**src/rtl/axis_skid_buffer.sv**
```systemverilog
// ---------------------------------------------------------------------------
// axis_skid_buffer
// Two-entry AXI-Stream register slice. Every output (write_tready,
// read_tvalid, read_tdata, count) comes straight from a flop, so no input
// reaches an output combinationally. While the output register is busy, a
// second beat can land in the skid register. This keeps full throughput even
// though write_tready is registered.
//
// Ports
//   clk           : clock, all logic on the rising edge
//   reset         : synchronous active-high reset
//   write_tdata_* : upstream beat (write_tdata, write_tvalid, write_tready)
//   read_tdata_*  : downstream beat (read_tdata, read_tvalid, read_tready)
//   count         : occupancy, 0..2 beats
// ---------------------------------------------------------------------------
module axis_skid_buffer #(
  parameter int DATA_WIDTH = 8
) (
  input  logic                  clk,
  input  logic                  reset,
  input  logic [DATA_WIDTH-1:0] write_tdata,
  input  logic                  write_tvalid,
  output logic                  write_tready,
  output logic [DATA_WIDTH-1:0] read_tdata,
  output logic                  read_tvalid,
  input  logic                  read_tready,
  output logic [1:0]            count
);

  typedef enum logic [1:0] {
    EMPTY = 2'd0,
    BUSY  = 2'd1,
    FULL  = 2'd2
  } state_t;

  state_t                state_q, state_d;
  logic [DATA_WIDTH-1:0] out_q,   out_d;
  logic [DATA_WIDTH-1:0] skid_q,  skid_d;
  logic                  wready_q, wready_d;
  logic                  rvalid_q, rvalid_d;
  logic [1:0]            count_q,  count_d;

  logic wr_xfer;
  logic rd_xfer;

  assign wr_xfer = write_tvalid & wready_q;
  assign rd_xfer = rvalid_q & read_tready;

  always_comb begin
    state_d = state_q;
    out_d   = out_q;
    skid_d  = skid_q;
    case (state_q)
      EMPTY: begin
        if (wr_xfer) begin
          out_d   = write_tdata;
          state_d = BUSY;
        end
      end
      BUSY: begin
        if (wr_xfer && rd_xfer) begin
          out_d = write_tdata;
        end else if (wr_xfer) begin
          skid_d  = write_tdata;
          state_d = FULL;
        end else if (rd_xfer) begin
          state_d = EMPTY;
        end
      end
      FULL: begin
        if (rd_xfer) begin
          out_d   = skid_q;
          state_d = BUSY;
        end
      end
      default: state_d = EMPTY;
    endcase

    // Handshake and occupancy flops are loaded from the next state.
    // This way they always agree with state_q after the edge and still
    // appear at the outputs as pure register values.
    wready_d = (state_d != FULL);
    rvalid_d = (state_d != EMPTY);
    case (state_d)
      EMPTY:   count_d = 2'd0;
      BUSY:    count_d = 2'd1;
      FULL:    count_d = 2'd2;
      default: count_d = 2'd0;
    endcase
  end

  always_ff @(posedge clk) begin
    if (reset) begin
      state_q  <= EMPTY;
      out_q    <= '0;
      skid_q   <= '0;
      wready_q <= 1'b0;
      rvalid_q <= 1'b0;
      count_q  <= '0;
    end else begin
      state_q  <= state_d;
      out_q    <= out_d;
      skid_q   <= skid_d;
      wready_q <= wready_d;
      rvalid_q <= rvalid_d;
      count_q  <= count_d;
    end
  end

  assign write_tready = wready_q;
  assign read_tvalid  = rvalid_q;
  assign read_tdata   = out_q;
  assign count        = count_q;

endmodule

```
**config.mk**
```make
export PLATFORM = sky130hd
export DESIGN_NAME = axis_skid_buffer
export DESIGN_NICKNAME = d
export VERILOG_FILES = /design/src/rtl/axis_skid_buffer.sv
export SDC_FILE = /design/constraint.sdc
export NUM_CORES = 1
export LEC_CHECK = 0
export ABC_AREA = 1
export BUFFER_PORTS_ARGS = -buffer_cell sky130_fd_sc_hd__clkbuf_2
export CAP_MARGIN = 20
export CORE_UTILIZATION = 45
export CTS_BUF_LIST = sky130_fd_sc_hd__clkbuf_16
export CTS_CLUSTER_DIAMETER = 200
export DETAILED_ROUTE_END_ITERATION = 8
export PLACE_DENSITY = 0.74
export SLEW_MARGIN = 5
export SYNTH_ARGS = -nofsm -noshare
export SYNTH_HDL_FRONTEND = slang
export SYNTH_SLANG_ARGS = --single-unit
```
**constraint.sdc**
```tcl
create_clock -name clk -period 1.3 [get_ports clk]
set_input_delay 0.26 -clock clk [delete_from_list [all_inputs] [get_ports clk]]
set_output_delay 0.26 -clock clk [all_outputs]
set_load 0.01 [all_outputs]
```
==> out/metrics.cfg <==
[logic_synthesis]
ys_types=18
synth_edf_count=0
ys_seq_area_share_pct=43.7
synthTopCellsByArea=dfxtp_1 44%, nand2_1 12%, nor2_1 10%, nand3_1 5.0%, nor2_2 5.0%
ys_ff_latch=22
ys_async_sr_fraction_pct=0
synth_top_area_share_pct=43.7
synth_top_area_cell=dfxtp_1
yosysWarnings=0
synth_ff_type=dfxtp_1
synth_top_cells_by_count=33 x nand2_1, 28 x nor2_1, 22 x dfxtp_1
synth_cells=137
post_synth.cell_area_avg_um2=7.35
synth_area_um2=1010
yosysMostFrequentCell=nand2_1
synth_nets=149

[floorplan]
start_util_pct=49.3
coreArea_um2=2040
row_count=16
die_h_um=49.3
pin_count=24
dieArea_um2=2430
die_w_um=49.3

[global_routing]
globalRouteTotalUtil_pct=20.0
overflow=0
antenna_found_initial=0
first_global_vias=892
grt_pass1_wl_mm=3.78
grt_max_degree=17

[pwr]
power_density_nw_per_um2=1320
power.leakage_nw=0.642
max-vdd-ir-drop_v=0.000606
power.total_w=0.00163

[run]
maxCapViolations=0

[clocking]
cts_root_buf=clkbuf_16
cts-resized-gates=0
cts_buffer_depth=2
cts_sinks=22
cts_tree=done
cts_made_buffers=3
clk_transition_reported_paths_ns=0.06
post_cts_buffers=0
postCtsHoldBufs=0
cts-htree-levels=1
insertion_delay_ns=0.25

[timing]
tightest_slew_ns=0.279
max_freq_mhz=836
setup_viol=0
fin_crit_ns=1.20
setup_tns_ns=0
relSlewSlack_pct=81.4
hold_viol=0
rsz0062_at_grt=false
setup_ws_ns=0.103
slew_viol_final=0
clock_skew_ns=0.00242
period_share_pct=92.1

[place]
preCtsSetupSlack_ns=0.0506
gp_congestion=0.808
io_buffers=23
dp.final_hpwl_mm=1.62
dp_cells=188

[setup_path]
crit_required_ns=1.45
start_kind=flip-flop
worstSetupPathType=reg2reg
cp-end-kind=flip-flop
crit_path_max_fanout=16
critical_path_arrival_ns=1.35

[drt]
drc_errors=0
wl_per_cell_um=11.3
drtIter0Drc=20
via_count=931
vias_per_cell=4.85
first_pass_iters=4
totalWireLength_mm=2.17
ant_nets=0

[cells_and_area]
finalNetCount=178
num-fill-cells=211
final_cell_count_no_fill=192
layout-drive-gt1-share_pct=32.1
antenna_cells=0
final_core_util_pct=60.7
area_growth_pct=23.1

[status]
outcome=finished clean

[worst_hold_path]
hp-class=in2reg

registers in the layout, indices dropped and copies added (netlist names):
signal / cells
write_tready: 1
skid_q: 8
count: 2
read_tvalid: 1
read_tdata: 8
state_q: 2
metal layers:
metal	global-route usage (%)	vias up	part of all wire [%]
li1	-	474	-
met1	25.0	424	45
met2	33.6	29	49
met3	4.67	4	4.9
met4	6.37	0	1.0
met5	0	-	0
per-stage QoR:
stage	instance area, um^2	hold WS (ns)
5_1_grt	1240	0.219
3_3_place_gp	1160	0.466
2_1_floorplan	1010	0.329
6_report	1240	0.206
3_5_place_dp	1160	0.470
4_1_cts	1240	0.205
cells in the final DEF, fill, tap and decap left out:
cell type  Yosys  final
a21oi_1        1      1
a21oi_2        1      1
buf_12         1      1
buf_4          0      3
clkbuf_16      0      3
clkbuf_2       0     23
clkinv_1       0      1
dfxtp_1       22     21
dfxtp_2        0      1
inv_1         10     10
inv_2          3      3
nand2_1       33     33
nand2_2        4      4
nand2_4        3      3
nand3_1       10     10
nand3_2        1      1
nor2_1        28     28
nor2_2         8      8
nor2_4         1      1
o21ai_1        8      8
o21ai_4        1      1
where the power goes:
group | total, W | switching (W) | internal (W)
Combinational | 0.000245 | 0.000149 | 0.0000953
Sequential | 0.000745 | 0.0000267 | 0.000718
Clock | 0.000642 | 0.000233 | 0.000410
Total | 0.00163 | 0.000409 | 0.00122
area by class of cell:
class / instances / area [um^2] / share of cell area [%]
clock buffers: 3 / 75.1 / 6.05
multi-input cells: 99 / 479 / 38.6
well taps: 27 / 33.8 / 2.72
repair buffers: 27 / 158 / 12.7
flip-flops and latches: 22 / 442 / 35.6
clock inverters: 1 / 3.75 / 0.303
inverters: 13 / 48.8 / 3.94
logic make-up after synthesis:
family | share of synthesized area (%)
AOI/OAI and AO/OA | 6.96
and+or+nand+nor | 40.6
buffers and inverters | 8.70
DFF | 43.7
final timing paths:
kind	from	to	slack [ns]	depth (start not counted)
worst max-delay path	state_q[0]	read_tdata[7]	0.10	7
worst min-delay path	reset	write_tready	0.21	2
worst max register to register	state_q[0]	read_tdata[7]	0.10	7
worst min register to register	skid_q[3]	skid_q[3]	0.50	2
critical path: stages, from the launching register on:
cell and delay, ns:
dfxtp_1 0.44, inv_2 0.08, nand2_4 0.13, nand2_4 0.07
nand2_4 0.18, nand2_1 0.09, nand2_1 0.07, nor2_1 0.04
Note: power is estimated with default switching activity, not from simulation.
